$ cat config.mk
export PLATFORM = sky130hd
export DESIGN_NAME = pwm_duty_ramp_ctrl
export DESIGN_NICKNAME = d
export VERILOG_FILES = /design/src/rtl/pwm_ctrl_pkg.sv /design/src/rtl/pwm_step_divider.sv /design/src/rtl/pwm_duty_ramp_ctrl.sv
export SDC_FILE = /design/constraint.sdc
export NUM_CORES = 1
export LEC_CHECK = 0
export ABC_CLOCK_PERIOD_IN_PS = 2900
export CORE_MARGIN = 2
export CORE_UTILIZATION = 30
export CTS_CLUSTER_SIZE = 30
export DETAILED_ROUTE_END_ITERATION = 6
export HOLD_SLACK_MARGIN = 0.08
export PLACE_DENSITY = 0.49
export SLEW_MARGIN = 15
export SYNTH_ARGS = -nofsm -noshare
export SYNTH_HDL_FRONTEND = slang
export SYNTH_HIERARCHICAL = 1
export SYNTH_SLANG_ARGS = --single-unit
$ cat constraint.sdc
create_clock -name clk -period 2.9 [get_ports clk]
set_input_delay 0.435 -clock clk [delete_from_list [all_inputs] [get_ports clk]]
set_output_delay 0.435 -clock clk [all_outputs]
set_load 0.01 [all_outputs]
$ cat src/rtl/pwm_ctrl_pkg.sv
// pwm_ctrl_pkg: duty defaults and ramp state encoding shared by the PWM generator blocks.
package pwm_ctrl_pkg;
  localparam int DUTY_W_DEF   = 4;
  localparam int DUTY_MAX_DEF = 10;
  typedef enum logic [1:0] {
    IDLE = 2'd0,
    UP   = 2'd1,
    DOWN = 2'd2
  } ramp_state_t;
endpackage

$ cat src/rtl/pwm_step_divider.sv
// pwm_step_divider: counts period ticks and fires step_en on every RAMP_DIV-th tick while not cleared.
module pwm_step_divider #(
  parameter int RAMP_DIV = 2
) (
  input  logic clk,
  input  logic rst_n,
  input  logic clr,
  input  logic tick,
  output logic step_en
);
  localparam int CW = RAMP_DIV > 1 ? $clog2(RAMP_DIV) : 1;
  localparam logic [CW-1:0] LAST = CW'(RAMP_DIV - 1);
  logic [CW-1:0] cnt;
  assign step_en = !clr && tick && cnt == LAST;
  always_ff @(posedge clk)
    if (!rst_n) cnt <= '0;
    else cnt <= clr ? '0 : !tick ? cnt : cnt == LAST ? '0 : cnt + 1'b1;
endmodule

$ cat src/rtl/pwm_duty_ramp_ctrl.sv
// pwm_duty_ramp_ctrl: ramps the live PWM duty one step per RAMP_DIV period ticks toward a target.
// Define PWM_SOFT_START_EN to start from duty 0 after reset and ramp up to INIT_DUTY.
module pwm_duty_ramp_ctrl
  import pwm_ctrl_pkg::*;
#(
  parameter int DUTY_W    = DUTY_W_DEF,
  parameter int DUTY_MAX  = DUTY_MAX_DEF,
  parameter int RAMP_DIV  = 2,
  parameter int INIT_DUTY = 5
) (
  input  logic              clk,
  input  logic              rst_n,
  input  logic              period_tick,
  input  logic              tgt_valid,
  output logic              tgt_ready,
  input  logic [DUTY_W-1:0] tgt_duty,
  input  logic              inc_pulse,
  input  logic              dec_pulse,
  output logic [DUTY_W-1:0] duty_out,
  output logic              busy,
  output logic              at_target
);
  localparam logic [DUTY_W-1:0] MAX_C  = DUTY_W'(DUTY_MAX);
  localparam logic [DUTY_W-1:0] INIT_C = DUTY_W'(INIT_DUTY);
  logic [DUTY_W-1:0] target, target_nxt, tgt_clamp;
  ramp_state_t state, state_nxt;
  logic step_en;
  assign tgt_ready = 1'b1;
  always_comb begin
    tgt_clamp  = tgt_duty > MAX_C ? MAX_C : tgt_duty;
    target_nxt = (tgt_valid && tgt_ready) ? tgt_clamp :
                 (inc_pulse && !dec_pulse) ? (target == MAX_C ? target : target + 1'b1) :
                 (dec_pulse && !inc_pulse) ? (target == '0 ? target : target - 1'b1) : target;
    state_nxt  = duty_out < target ? UP : duty_out > target ? DOWN : IDLE;
  end
  // Divider is held clear in IDLE so every ramp starts counting ticks from zero.
  pwm_step_divider #(.RAMP_DIV(RAMP_DIV)) u_div (
    .clk    (clk),
    .rst_n  (rst_n),
    .clr    (state == IDLE),
    .tick   (period_tick),
    .step_en(step_en)
  );
  always_ff @(posedge clk)
    if (!rst_n) begin
`ifdef PWM_SOFT_START_EN
      duty_out  <= '0;
`else
      duty_out  <= INIT_C;
`endif
      target    <= INIT_C;
      state     <= IDLE;
      busy      <= 1'b0;
      at_target <= 1'b0;
    end else begin
      target    <= target_nxt;
      state     <= state_nxt;
      busy      <= state_nxt != IDLE;
      at_target <= state != IDLE && state_nxt == IDLE;
      if (step_en)
        duty_out <= state_nxt == UP ? duty_out + 1'b1 : state_nxt == DOWN ? duty_out - 1'b1 : duty_out;
    end
endmodule
==> results of run 1 <==
state kept, by name, indices dropped and copies added (netlist names):
name	cells
at_target	1
busy	1
duty_out	4
state	2
target	4
u_div/cnt	1
per-stage QoR:
step | instances | total power [mW] | utilization, % | setup WS (ns) | instance area, sq um
floorplan | 98 | 0.369 | - | 0.592 | 871
finish | 145 | 0.534 | 38.5 | 0.357 | 1060
detailed placement | 141 | 0.421 | 37.5 | 0.379 | 1030
CTS | 145 | 0.543 | 38.5 | 0.355 | 1060
global route | 145 | 0.591 | 38.5 | 0.0422 | 1060
global placement | 141 | 0.419 | 37.5 | 0.452 | 1030
power breakdown:
group / leakage, nW / internal, mW / switching (mW)
sequential: 0.107 / 0.198 / 0.0163
combinational: 0.331 / 0.0968 / 0.104
clock: 0.0150 / 0.0534 / 0.0657
worst reg2reg max path: cells and delay by family (launching register included):
| family | cells | cell delay, ns |
|---|---|---|
| adders and majority gates | 2 | 0.67 |
| buffers and inverters | 1 | 0.07 |
| AOI/OAI and AO/OA | 4 | 0.63 |
| and+or+nand+nor | 3 | 0.48 |
| muxes | 1 | 0.15 |
| DFF | 1 | 0.44 |
cell usage after synthesis (2+ instances only):
cell	number	area, sq um
inv_1	5	18.8
ha_1	8	100
nor2_1	7	26.3
nand4_1	3	18.8
a21oi_1	9	45.0
nand2_1	10	37.5
nand3b_1	2	15.0
nor3_1	2	10.0
dfxtp_1	13	260
fa_1	2	40.0
a21o_1	2	15.0
xnor2_1	5	43.8
o21ai_0	3	15.0
mux2i_1	4	40.0
o21ai_1	2	10.0
kinds of logic after synthesis:
kind of cell | count (synthesis) | synth area share [%]
multiplexers | 4 | 4.60
AND/OR/NAND/NOR | 33 | 21.0
adder cells (fa/ha/maj) | 10 | 16.1
flip-flops | 13 | 29.9
buffers and inverters | 8 | 5.03
AO/OA/AOI/OAI | 23 | 17.0
XOR/XNOR | 6 | 6.03
other | 1 | 0.431
layer usage:
metal | track usage, % | part of all wire (%) | up-vias
met5 | 0 | 0 | -
met4 | 3.99 | 0.52 | 0
met3 | 4.69 | 3.6 | 2
met2 | 18.0 | 44 | 9
met1 | 17.4 | 52 | 318
li1 | - | - | 380
layout make-up:
cell class	instances	share of cell area [%]
sequential	13	24.5
inverter	5	1.77
multi-input combinational	77	53.4
clock buffer	4	2.48
tap	31	3.66
timing repair buffer	15	14.2
final timing paths:
kind / start / end / slack, ns / depth (start not counted)
max: target[1] / duty_out[3] / 0.36 / 11
min: duty_out[3] / duty_out[3] / 0.51 / 2
max reg2reg: target[1] / duty_out[3] / 0.36 / 11
min reg2reg: duty_out[3] / duty_out[3] / 0.51 / 2
==> flow_metrics.py, run 1 <==
metrics = {
    "outcome": {
        "status": "finished clean",
    },
    "floorplanning": {
        "die_x_um": 57.9,
        "core-area_sq_mm": 0.00276,
        "die_y_um": 57.9,
        "die_area_sq_mm": 0.00335,
        "rows": 19,
        "start_util_pct": 31.6,
        "ios": 17,
    },
    "cts": {
        "cts_hold_buf": 0,
        "ctsResizeCount": 0,
        "post_cts_buffers": 0,
        "numClockSinks": 13,
        "path_clk_slew_ns": 0.09,
        "cts_made_buffers": 3,
        "clock_latency_ns": 0.29,
        "ctsHtreeMaxLevel": 1,
        "cts_root_buffer": "clkbuf_4",
        "cts_tree": "done",
        "clock_path_buffers": 2,
    },
    "finish": {
        "layout_common_cells": "15 x clkdlybuf4s50_1, 13 x dfxtp_1, 10 x nand2_1",
        "mostFrequentLayoutCell": "clkdlybuf4s50_1",
        "fill_cells": 299,
        "layout-drive-gt1-share_pct": 7.89,
        "area_delta_synth_final_pct": 21.8,
        "antenna_cells": 0,
        "seq_area_sq_um": 260,
        "num-nets-final": 135,
        "multi_input_area_sq_um": 567,
    },
    "worst_setup_path": {
        "path_max_fanout": 6,
        "cp.buffers_inverters": 1,
        "startpoint_type": "register",
        "endpoint_kind": "register",
        "path_delay_family": "adder cells",
        "required_ns": 3.08,
        "slowest_delay_ns": 0.44,
        "path_cells": "inv_1, ha_1, and2b_1, o211ai_2, nand2_1, ha_1, a21oi_1, nand4_1, a21oi_1, a41oi_1, mux2i_1",
        "arrival_ns": 2.72,
        "critical_path_class": "register to register",
        "slowest_stage": "dfxtp_1",
    },
    "logic_synthesis": {
        "synth_edf_count": 0,
        "ys_ff_latch": 13,
        "async_reset_ff_share_pct": 0,
        "ys_warn_count": 6,
        "dominantRegCellSynth": "dfxtp_1",
        "synth.yosys.seq_area_share_pct": 29.9,
        "ys_types": 36,
        "synth.net_count": 118,
        "avgSynthCellArea_sq_um": 8.89,
        "netlist_area_sq_um": 871,
        "syn_inst": 98,
    },
    "route": {
        "routed_wl_um": 1740,
        "vias": 709,
        "detail_route.vias_per_cell": 4.89,
        "wire_per_inst_um": 12.0,
        "antenna_left": 0,
        "drtPass1Iterations": 4,
        "drt_iter0_drc": 10,
        "drc": 0,
    },
    "place": {
        "io_buffers": 15,
        "dp_hpwl_um": 1340,
        "routabilityCongestion": 0.784,
    },
    "power": {
        "peakVddDrop_uv": 340,
        "power.density_mw_per_mm2": 504,
        "leakagePower_nw": 0.453,
    },
    "global_route": {
        "grt_max_degree": 12,
        "grt_use_total_pct": 12.6,
        "antenna_found_initial": 0,
        "grt_pass1_vias": 702,
        "overflow": 0,
        "grt_pass1_wl_um": 3170,
    },
    "timing": {
        "holdWs_ns": 0.505,
        "fin_crit_ns": 2.54,
        "setup_violations": 0,
        "rsz0062_at_grt": "false",
        "fin_skew_ns": 0.0119,
        "drv_slew": 0,
        "finalSetupTns_ns": 0,
        "fmax_mhz": 393,
        "hold_viol_final": 0,
        "fin_crit_sh_pct": 87.7,
    },
    "flow_run": {
        "drv_cap": 0,
    },
    "worst_hold_path": {
        "min_path_type": "register to register",
    },
}
Power figures use the tool's default switching activity.
==> run 2, diff against run 1 <==
Settings changed: SETUP_SLACK_MARGIN set to 0.4.
==> run 2 against run 1 <==
  * Combinational power increased by 14%
  * Maximum frequency increased by 10%
  * Clock skew increased by 0.0017 ns
  * Wire length increased by 4.1%
  * Clock power about the same
  * Power increased by 6.1%
  * Hold slack improved by 0.0012 ns
  * Count of clock-buffer cells in the layout unchanged
  * First-iteration DRC count decreased by 10%
  * Critical path depth unchanged
  * Register-to-register slack improved by 0.24 ns
  * Largest cell class unchanged
  * Largest power group is now combinational logic
==> flow_metrics.py, run 2 (synthesis results as in run 1) <==
metrics = {
    "place": {
        "routabilityCongestion": 0.784,
        "dp_hpwl_um": 1340,
        "io_buffers": 15,
        "dp.cells": 141,
    },
    "global_route": {
        "grt_pass1_vias": 702,
        "grt_max_degree": 12,
        "grt_use_total_pct": 12.6,
        "antenna_found_initial": 0,
        "grt_pass1_wl_um": 3170,
        "overflow": 0,
    },
    "route": {
        "antenna_left": 0,
        "detail_route.vias_per_cell": 5.01,
        "routed_wl_um": 1810,
        "drt_iter0_drc": 9,
        "wire_per_inst_um": 12.4,
        "vias": 731,
        "drtPass1Iterations": 4,
        "drc": 0,
    },
    "timing": {
        "rsz0062_at_grt": "false",
        "holdWs_ns": 0.507,
        "fin_skew_ns": 0.0136,
        "fin_crit_ns": 2.30,
        "finalSetupTns_ns": 0,
        "fin_crit_sh_pct": 79.4,
        "hold_viol_final": 0,
        "setup_violations": 0,
        "fmax_mhz": 434,
        "drv_slew": 0,
    },
    "worst_setup_path": {
        "cp.depth": 11,
        "arrival_ns": 2.53,
        "slowest_delay_ns": 0.39,
        "required_ns": 3.13,
        "cp.buffers_inverters": 1,
        "slowest_stage": "dfxtp_4",
        "path_delay_family": "adder cells",
        "critical_path_class": "register to register",
        "rr_worst_depth": 11,
        "path_cells": "inv_1, ha_1, and2b_1, o211ai_2, nand2_2, ha_4, nand3_1, nand4_1, a21oi_1, a41oi_1, mux2i_1",
        "startpoint_type": "register",
        "path_max_fanout": 6,
        "endpoint_kind": "register",
    },
    "power": {
        "leakagePower_nw": 0.461,
        "power.density_mw_per_mm2": 514,
        "peakVddDrop_uv": 336,
        "power_uw": 567,
    },
    "cts": {
        "cts_root_buffer": "clkbuf_4",
        "clock_path_buffers": 2,
        "cts_made_buffers": 3,
        "path_clk_slew_ns": 0.10,
        "cts_hold_buf": 0,
        "ctsHtreeMaxLevel": 1,
        "clock_latency_ns": 0.29,
        "numClockSinks": 13,
        "cts_tree": "done",
    },
    "finish": {
        "area_delta_synth_final_pct": 26.6,
        "instances_no_fill": 146,
        "postLayoutCoreUtil_pct": 40.0,
        "num-nets-final": 136,
        "mostFrequentLayoutCell": "clkdlybuf4s50_1",
        "layout-drive-gt1-share_pct": 13.0,
        "fill_cells": 293,
        "layout_top_registers": "duty_out: 4 flops, target: 4 flops, state: 2 flops",
        "layout_common_cells": "15 x clkdlybuf4s50_1, 12 x dfxtp_1, 9 x nand2_1",
        "antenna_cells": 0,
    },
    "floorplanning": {
        "die_y_um": 57.9,
        "ios": 17,
        "die_area_sq_mm": 0.00335,
        "start_util_pct": 31.6,
        "core-area_sq_mm": 0.00276,
        "die_x_um": 57.9,
        "rows": 19,
    },
    "flow_run": {
        "drv_cap": 0,
    },
    "worst_hold_path": {
        "min_path_type": "register to register",
        "whs_path_depth": 2,
    },
    "outcome": {
        "status": "finished clean",
    },
}
## run 2: metrics by stage
stage	cell area, sq um	setup slack (ns)
6_report	1100	0.598
5_1_grt	1100	0.423
4_1_cts	1060	0.419
3_5_place_dp	1030	0.379
3_3_place_gp	1030	0.452
2_1_floorplan	871	0.592
## run 2: repair_timing
item / in CTS / in global routing
gates resized for setup: 1 / 6
setup buffers: 0 / 1
pin swaps: 0 / 2
setup endpoints to repair: 1 / 1
## run 2: layout make-up
| type | count | area, sq um | share of cell area, % |
|---|---|---|---|
| clock buffers | 4 | 26.3 | 2.38 |
| multi-input cells | 77 | 597 | 54.1 |
| well taps | 31 | 38.8 | 3.52 |
| flip-flops and latches | 13 | 264 | 23.9 |
| repair buffers | 16 | 158 | 14.3 |
| inverters | 5 | 18.8 | 1.70 |
## run 2: path summary, 6_finish.rpt
check,from,end,slack (ns)
worst max-delay path,target[1],duty_out[3],0.60
worst min-delay path,duty_out[3],duty_out[3],0.51
worst max register to register,target[1],duty_out[3],0.60
worst min register to register,duty_out[3],duty_out[3],0.51
## run 2: worst reg2reg max path, cell delays in order (launching register included)
cell and delay, ns:
dfxtp_4 0.39, inv_1 0.05, ha_1 0.29, and2b_1 0.17, o211ai_2 0.21, nand2_2 0.16, ha_4 0.32, nand3_1 0.10
nand4_1 0.11, a21oi_1 0.05, a41oi_1 0.19, mux2i_1 0.20
## run 2: where the power goes
group	switching [mW]	leakage [nW]	total [mW]	internal, mW
sequential	0.0167	0.108	0.215	0.199
clock	0.0676	0.0150	0.121	0.0535
combinational	0.115	0.338	0.230	0.115
total	0.199	0.461	0.567	0.367
## run 2: per-layer routing
layer  vias up  routed length, um  track usage [%]
met2        11                827             18.0
met5         -                  0                0
li1        382                  -                -
met4         0                 15             3.99
met3         4                 73             4.69
met1       334                897             17.4
